## src/rtl/apb_timer_pkg.sv

```systemverilog
// apb_timer_pkg: shared constants and APB decode helpers for the APB timer.
// Latency: n/a (constants and pure functions only).
// Backpressure: n/a.
// Contents: register byte offsets, CTRL/STATUS bit indices, phase decode helpers.
package apb_timer_pkg;

  // Register byte offsets; only bits [7:2] take part in decode.
  localparam logic [7:0] TMR_CTRL   = 8'h00;
  localparam logic [7:0] TMR_PRESC  = 8'h04;
  localparam logic [7:0] TMR_LOAD   = 8'h08;
  localparam logic [7:0] TMR_COUNT  = 8'h0C;
  localparam logic [7:0] TMR_STATUS = 8'h10;

  // CTRL bit indices
  localparam int CTRL_EN      = 0;
  localparam int CTRL_ONESHOT = 1;
  localparam int CTRL_IE      = 2;

  // STATUS bit indices
  localparam int STAT_IF      = 0;
  localparam int STAT_RUNNING = 1;

  // Write commits in the access phase.
  function automatic logic apb_write(input logic psel, input logic penable,
                                     input logic pwrite);
    return psel & penable & pwrite;
  endfunction

  // Read data is captured in the setup phase so it is already stable when
  // the bridge samples PRDATA combinationally during the access phase.
  function automatic logic apb_read_setup(input logic psel, input logic penable,
                                          input logic pwrite);
    return psel & ~penable & ~pwrite;
  endfunction

endpackage

```

## src/rtl/timer_prescaler.sv

```systemverilog
// timer_prescaler: divides the clock by (presc+1), emitting a one-cycle tick.
// Latency: tick is combinational from the counter flops; first tick presc+1 cycles after en rises.
// Backpressure: none; clr restarts the divide and suppresses the tick of that cycle.
// Ports: clk, rst (sync, active-high), en (run), clr (restart), presc (divide-1), tick (out).
module timer_prescaler #(
  parameter int PRESC_W = 16
) (
  input  logic               clk,
  input  logic               rst,
  input  logic               en,
  input  logic               clr,
  input  logic [PRESC_W-1:0] presc,
  output logic               tick
);

  logic [PRESC_W-1:0] presc_cnt;
  logic               match;

  // Equality compare, so a smaller presc written while presc_cnt is above it
  // lets the counter run through its natural wrap before matching again.
  assign match = (presc_cnt == presc);
  assign tick  = en & ~clr & match;

  always_ff @(posedge clk) begin
    if (rst) begin
      presc_cnt <= '0;
    end else if (!en || clr || match) begin
      presc_cnt <= '0;
    end else begin
      presc_cnt <= presc_cnt + PRESC_W'(1);
    end
  end

endmodule

```

## src/rtl/apb_timer.sv

```systemverilog
// apb_timer: zero-wait-state APB timer with prescaler, period compare and maskable IRQ.
// Latency: writes commit at the access edge; PRDATA is captured at the setup edge; IRQ is flop-driven.
// Backpressure: none; there is no PREADY, every transfer completes in setup + access.
// Ports: HCLK, HRST (sync, active-high), PSEL/PENABLE/PWRITE/PADDR/PWDATA (APB in),
//        PRDATA (registered read data), IRQ (IF & IE level interrupt).
module apb_timer
  import apb_timer_pkg::*;
#(
  parameter int CNT_W   = 32,  // counter/period width, at most 32
  parameter int PRESC_W = 16   // prescaler width, at most 32
) (
  input  logic        HCLK,
  input  logic        HRST,
  input  logic        PSEL,
  input  logic        PENABLE,
  input  logic        PWRITE,
  input  logic [31:0] PADDR,
  input  logic [31:0] PWDATA,
  output logic [31:0] PRDATA,
  output logic        IRQ
);

  logic               ctrl_en;
  logic               ctrl_oneshot;
  logic               ctrl_ie;
  logic               irq_flag;
  logic [PRESC_W-1:0] presc;
  logic [CNT_W-1:0]   load;
  logic [CNT_W-1:0]   count;

  logic [7:0]         reg_off;
  logic               wr_xfer;
  logic               rd_setup;
  logic               wr_ctrl;
  logic               wr_presc;
  logic               wr_load;
  logic               wr_count;
  logic               wr_status;
  logic               tick;
  logic               expire;
  logic [31:0]        rd_data;

  // Address bits outside [7:2] alias onto the same registers.
  logic               unused_addr;
  assign unused_addr = &{1'b0, PADDR[31:8], PADDR[1:0]};

  assign reg_off  = {PADDR[7:2], 2'b00};
  assign wr_xfer  = apb_write(PSEL, PENABLE, PWRITE);
  assign rd_setup = apb_read_setup(PSEL, PENABLE, PWRITE);

  // Write strobe decode
  always_comb begin
    wr_ctrl   = 1'b0;
    wr_presc  = 1'b0;
    wr_load   = 1'b0;
    wr_count  = 1'b0;
    wr_status = 1'b0;
    if (wr_xfer) begin
      case (reg_off)
        TMR_CTRL:   wr_ctrl   = 1'b1;
        TMR_PRESC:  wr_presc  = 1'b1;
        TMR_LOAD:   wr_load   = 1'b1;
        TMR_COUNT:  wr_count  = 1'b1;
        TMR_STATUS: wr_status = 1'b1;
        default:    ;
      endcase
    end
  end

  // Read mux; unused upper bits and unmapped offsets return zero.
  always_comb begin
    rd_data = '0;
    case (reg_off)
      TMR_CTRL: begin
        rd_data[CTRL_EN]      = ctrl_en;
        rd_data[CTRL_ONESHOT] = ctrl_oneshot;
        rd_data[CTRL_IE]      = ctrl_ie;
      end
      TMR_PRESC: rd_data[PRESC_W-1:0] = presc;
      TMR_LOAD:  rd_data[CNT_W-1:0]   = load;
      TMR_COUNT: rd_data[CNT_W-1:0]   = count;
      TMR_STATUS: begin
        rd_data[STAT_IF]      = irq_flag;
        rd_data[STAT_RUNNING] = ctrl_en;
      end
      default: ;
    endcase
  end

  // A COUNT write restarts the prescaler and swallows that cycle's tick.
  timer_prescaler #(
    .PRESC_W (PRESC_W)
  ) u_presc (
    .clk   (HCLK),
    .rst   (HRST),
    .en    (ctrl_en),
    .clr   (wr_count),
    .presc (presc),
    .tick  (tick)
  );

  // Period end: only an equality hit counts, so a counter left above LOAD
  // rolls over at 2^CNT_W silently and then compares normally.
  assign expire = tick & (count == load);

  always_ff @(posedge HCLK) begin
    if (HRST) begin
      ctrl_en      <= 1'b0;
      ctrl_oneshot <= 1'b0;
      ctrl_ie      <= 1'b0;
      presc        <= '0;
      load         <= '0;
      count        <= '0;
      irq_flag     <= 1'b0;
      PRDATA       <= '0;
    end else begin
      // Software CTRL write takes priority over the one-shot auto-clear.
      if (wr_ctrl) begin
        ctrl_en      <= PWDATA[CTRL_EN];
        ctrl_oneshot <= PWDATA[CTRL_ONESHOT];
        ctrl_ie      <= PWDATA[CTRL_IE];
      end else if (expire && ctrl_oneshot) begin
        ctrl_en <= 1'b0;
      end

      if (wr_presc) presc <= PWDATA[PRESC_W-1:0];
      if (wr_load)  load  <= PWDATA[CNT_W-1:0];

      if (wr_count) begin
        count <= PWDATA[CNT_W-1:0];
      end else if (expire) begin
        count <= '0;
      end else if (tick) begin
        count <= count + CNT_W'(1);
      end

      // Hardware set beats a simultaneous write-1-to-clear.
      if (expire) begin
        irq_flag <= 1'b1;
      end else if (wr_status && PWDATA[STAT_IF]) begin
        irq_flag <= 1'b0;
      end

      // Captures pre-edge register values, so a STATUS read racing an IF
      // set returns the old flag.
      if (rd_setup) PRDATA <= rd_data;
    end
  end

  assign IRQ = irq_flag & ctrl_ie;

endmodule

```

## config.mk

```make
export PLATFORM = sky130hd
export DESIGN_NAME = apb_timer
export DESIGN_NICKNAME = d
export VERILOG_FILES = /design/src/rtl/apb_timer_pkg.sv /design/src/rtl/timer_prescaler.sv /design/src/rtl/apb_timer.sv
export SDC_FILE = /design/constraint.sdc
export NUM_CORES = 1
export LEC_CHECK = 0
export CORE_AREA = 2 2 122 124
export CTS_CLUSTER_DIAMETER = 40
export CTS_CLUSTER_SIZE = 14
export DETAILED_ROUTE_END_ITERATION = 7
export DIE_AREA = 0 0 124 126
export HOLD_SLACK_MARGIN = 0.1
export PLACE_DENSITY = 0.81
export SYNTH_ARGS = -nofsm -noshare
export SYNTH_HDL_FRONTEND = slang
export SYNTH_SLANG_ARGS = --single-unit
```

## constraint.sdc

```tcl
create_clock -name HCLK -period 1.9 [get_ports HCLK]
set_clock_uncertainty 0.05 [all_clocks]
set_input_delay 0.19 -clock HCLK [delete_from_list [all_inputs] [get_ports HCLK]]
set_output_delay 0.19 -clock HCLK [all_outputs]
set_load 0.01 [all_outputs]
```

# --- After elaboration in Yosys (flattened, before gate mapping) ---
# Index checks and enable logic that the tools add are counted.
totals:
  register_bits: 132
  in_bits: 69
  out_inout_bits: 33
  elab_cells: 59
classes:
  add_sub_neg: 2
  eq_ne: 6
  muxes: 21
  bitwise: 11
  n_reduce_logical: 10
op_table:
  columns: ["op", "n"]
  rows:
  - ["two-way mux 32 bit", 3]
  - ["case mux 13 bit (3 select lines)", 1]
  - ["adder 32 x 1 -> 32 bit, second input constant", 1]
  - ["equality test 32 bit", 1]
  - ["case mux 16 bit (2 select lines)", 1]
  - ["adder 16 x 1 -> 16 bit, second input constant", 1]
  - ["equality test 16 bit", 1]
  - ["two-way mux 1 bit", 14]
  - ["equality test 6 x 2 -> 1 bit, second input constant", 2]
  - ["case mux 2 bit (5 select lines)", 1]
  - ["bitwise AND 1 bit", 8]
  - ["logical NOT 8 bit", 1]
  - ["equality test 6 x 1 -> 1 bit, second input constant", 1]
  - ["equality test 6 x 3 -> 1 bit, second input constant", 1]
  - ["case mux 1 bit (4 select lines)", 1]
  - ["nonzero test 2 bit", 2]
  - ["inverter 1 bit", 3]
  - ["nonzero test 3 bit", 1]
  - ["logical AND 1 bit", 2]
  - ["logical OR 1 bit", 2]
  - ["OR reduction 2 bit", 1]
  - ["logical NOT 1 bit", 1]

# --- Depth between registers and ports, before layout ---
logic_depth:
  ltp_word: 10
  ltp_mapped: 9
  ltp_nobuf: 7

# --- Cells and area by module ---
# From an unflattened synthesis, not the netlist that was laid out.
unflattened:
  cells_unflattened: 846
  hier_area_um2: 6860.3
modules_own_cells:
  columns: ["mod", "n_inst", "cells_per_inst", "area_per_inst_um2", "seq_area_each_um2"]
  rows:
  - ["apb_timer", 1, 748, 5948.2, 2322.2]
  - ["timer_prescaler", 1, 98, 912.1, 320.3]

# --- Least setup slack after synthesis ---
# Ideal clock, no wire load.
synth_path:
  path_type: "register to register"
  start: "register count[5]"
  end: "register count[11]"
  setup_time_ns: 0.130
  arrival_time_ns: 1.886
  required_time_ns: 1.720
  path_slack_ns: -0.165
  stages_incl_launch_ff: 10
  n_path_buf: 3
  period_less_slack_ns: 2.065
  cell_sequence: "dfxtp_1 > clkbuf_1 > xnor2_1 > nand4_1 > nor4_1 > buf_2 > nand2_1 > buf_2 > a41oi_1 > o22ai_1"
synth_between:
  elab_chain_cells: 4
  word_cells_on_any_way: 7
  cone_classes: "1 x add/sub; 1 x eq/ne; 3 x mux; 1 x bitwise; 1 x reduce/logical"
synth_lines:
  columns: ["item", "line_no", "rtl"]
  rows:
  - ["start, declared", "apb_timer.sv:29", "logic [CNT_W-1:0] count;"]
  - ["start signal, assigned", "apb_timer.sv:130", "count <= PWDATA[CNT_W-1:0];"]
  - ["start signal, assigned", "apb_timer.sv:134", "count <= count + CNT_W'(1);"]
  - ["adder 32 x 1 -> 32 bit or equality test 32 bit (tied branches)", "apb_timer.sv:134, apb_timer.sv:104", null]
  - ["two-way mux 32 bit or bitwise AND 1 bit (tied branches)", "apb_timer.sv:133, apb_timer.sv:104", null]
  - ["two-way mux 32 bit", "apb_timer.sv:131", "end else if (expire) begin"]
  - ["two-way mux 32 bit", "apb_timer.sv:129", "if (wr_count) begin"]
# Several ways; a longest one is shown, not always the timed one. The select of a mux whose other input is x is not followed.
# A chain may end at the register's enable or synchronous reset.

# --- Worst setup path in the final report ---
layout_path:
  start: "register count[14]"
  end: "register count[26]"
# The elaborated chain is that of the path after synthesis.

==> impl_metrics.csv <==
group,metric,value,unit
outcome,outcome,"complete, but fails checks",
outcome,violations,"DRC, setup timing",
drt,first_pass_iters,8,
global_routing,grt_start_max_net_pins,54,
die,die_w,124,um
synth,synthCells,833,
clock_network,hold_buffers,0,
synth,synth_ff_type,"dfxtp_1",
drt,drtAntennaViolNets,0,
sta,clock.fmax,0.411,GHz
min_path,hp-class,"in2reg",
worst_setup_path,cp_cell_sequence,"buf_6 -> xnor2_4 -> nand4_1 -> nor4_4 -> buf_4 -> buf_8 -> buf_4 -> a2111oi_4 -> a211oi_2 -> o31ai_1",
die,rows,44,
layout,area_delta_synth_final,60.0,%
global_routing,grt_pass1_vias,7848,
power_and_ir_drop,ir_drop,0.000571,V
synth,syn_avg_cell_area,8.24,sq um
worst_setup_path,cpPeakStageDelay,0.36,ns
sta,period_share,1.28,
worst_setup_path,end_kind,"flop",
sta,slew_headroom,0.599,
synth,yosys.area.top_type,"dfxtp_1",
drt,wire_per_inst,26.2,um
drt,avgViaCountPerCell,6.70,
synth,synth_edf_count,0,
clock_network,cts_sinks,132,
die,ioPinCount,102,
synth,yosysSeqAreaShare,0.385,
synth,async_reset_ff_frac,0,
sta,fin_ws,-0.534,ns
sta,drv_slew,0,
worst_setup_path,arrival,2.69,ns
worst_setup_path,start_kind,"flop",
placed_design,io_buffer_count,75,
worst_setup_path,cp.required,2.16,ns
layout,final_nets,1170,
sta,tightest_slew,0.602,ns
drt,vias,8685,
drt,drc,1,
sta,hold_viol,0,
clock_network,htreeDepth,4,
clock_network,clkLatencyLatePin,0.44,ns
worst_setup_path,crit_family,"buffers and inverters",
drt,initialDrtViolationCount,1646,
layout,seqCellArea,2700,sq um
synth,ys_types,59,
global_routing,overflow,0,
worst_setup_path,critical_path_class,"reg2reg",
layout,fin_cells,1297,
global_routing,gr-usage-all-layers,0.360,
sta,final.min_clock_period,2.43,ns
layout,multi_input_area,4600,sq um
clock_network,cts_inserted_buffers,17,
synth,ys_seq_elements,132,
synth,yosysMostFrequentCell,"dfxtp_1",
layout,fillers,837,
clock_network,cts.path.max_buffers,2,
worst_setup_path,cp_num_buf_inv,4,
clock_network,clk_pin_slew,0.06,ns
clock_network,clockRootBuffer,"clkbuf_16",
synth,syn-num-nets,904,
global_routing,grt_pass1_wl,42400,um
flow_run,cap_violations,0,
die,die_area,15600,sq um
synth,synth_top_area_frac,0.385,
sta,final-setup-viol-count,62,
die,chipHeight,126,um
synth,yosys-top-cells-count,"dfxtp_1, nand2_1, nor2_1, a21oi_1, clkbuf_1",
clock_network,cts_tree,"done",
die,coreArea,14300,sq um
power_and_ir_drop,p_per_area,627,nW/um^2
die,start_util,0.479,
synth,yosys-top-cells-area,"dfxtp_1, nand2_1, nor2_1",
worst_setup_path,crit_top_cell,"buf_4",
power_and_ir_drop,p_leak,4.26,nW
sta,rsz0062_at_grt,"yes",
synth,synthesis.area,6860,sq um
global_routing,antenna_found_initial,0,
sta,whs,0.188,ns
synth,synth_warnings,0,
drt,routed_wl,34000,um
placed_design,routabilityCongestion,1.05,
placed_design,dp.cells,1228,
worst_setup_path,slowest_stage,"dfxtp_4",
layout,drive_gt1_frac,0.375,
placed_design,dpl.hpwl,17900,um
layout,final_core_util,0.767,
worst_setup_path,worstPathMaxFanout,5,
==> where the power goes <==
group | internal, W | switching [W]
registers | 0.00278 | 0.0000125
logic | 0.000284 | 0.000319
clock network | 0.00213 | 0.00136
total | 0.00519 | 0.00169
==> timing repair <==
item / CTS / global route
buffers inserted: 19 / 18
endpoints found under the setup margin: 34 / 55
gates resized for setup: 98 / 94
pin swaps: 49 / 42
gates cloned: 2 / 2
==> cell usage in the layout, fill, tap and decap left out, types with 19 or more instances in the layout <==
master	synthesis	layout
dfxtp_2	0	24
nand3_1	30	25
buf_6	1	24
nand2_1	103	100
dfxtp_1	132	101
xor2_1	28	24
xnor2_1	36	20
nor3_1	27	24
buf_4	0	198
clkdlybuf4s50_1	0	74
nor2_1	98	95
clkbuf_16	0	19
nand4_1	20	20
a21oi_1	50	44
==> final timing paths <==
kind	cells past startpoint	start	end	slack, ns
max reg2reg	10	count[14]	count[26]	-0.53
max	10	count[14]	count[26]	-0.53
min	5	HRST	count[1]	0.19
min reg2reg	2	PRDATA[2]	PRDATA[2]	0.40
==> kinds of logic after synthesis <==
family                     count (synthesis)  share of synthesized area
adders and majority gates                  2                    0.00365
xor gates and xnor gates                  64                     0.0817
buffers and inverters                     76                     0.0460
DFF                                      132                      0.385
and+or+nand+nor                          350                      0.251
muxes                                     34                     0.0574
AOI/OAI and AO/OA                        175                      0.175
==> cell type report <==
class | count | area share
multi-input combinational | 626 | 0.419
clock buffer | 20 | 0.0416
inverter | 11 | 0.00376
antenna | 1 | 0.000228
clock inverter | 12 | 0.0140
sequential | 132 | 0.246
tap | 184 | 0.0210
timing repair buffer | 311 | 0.254
==> metrics by stage <==
| stage | instance area (sq um) | setup WS [ns] | setup TNS, ns | total power [W] |
|---|---|---|---|---|
| floorplan | 6900 | -0.0149 | -0.0363 | 0.00303 |
| global placement | 9180 | -0.606 | -24.96 | 0.00329 |
| detailed placement | 9180 | -0.604 | -29.68 | 0.00330 |
| CTS | 10400 | -0.173 | -2.73 | 0.00673 |
| global route | 11000 | -0.901 | -29.73 | 0.00700 |
| finish | 11000 | -0.534 | -16.33 | 0.00689 |
==> state kept, by name, summed over array words and instances, names as in the netlist <==
register	count
presc	16
ctrl_en	1
irq_flag	1
PRDATA	32
count	32
ctrl_oneshot	1
u_presc.presc_cnt	16
load	32
ctrl_ie	1
==> metal layers <==
metal  wire length, um  vias to the layer above  part of all wire  GRT usage
met5                 9                        -           0.00026          0
met4              3540                        2              0.10      0.249
met3              4540                      351              0.13      0.111
met2             14700                      828              0.43      0.575
met1             11200                     3978              0.33      0.406
li1                  -                     3526                 -          -
==> tightest hold or removal path, delay by kind of cell <==
family,cells,cell delay [ns]
buffers and inverters,2,0.27
and+or+nand+nor,2,0.12
AOI/OAI and AO/OA,1,0.06
Power figures use the tool's default switching activity.
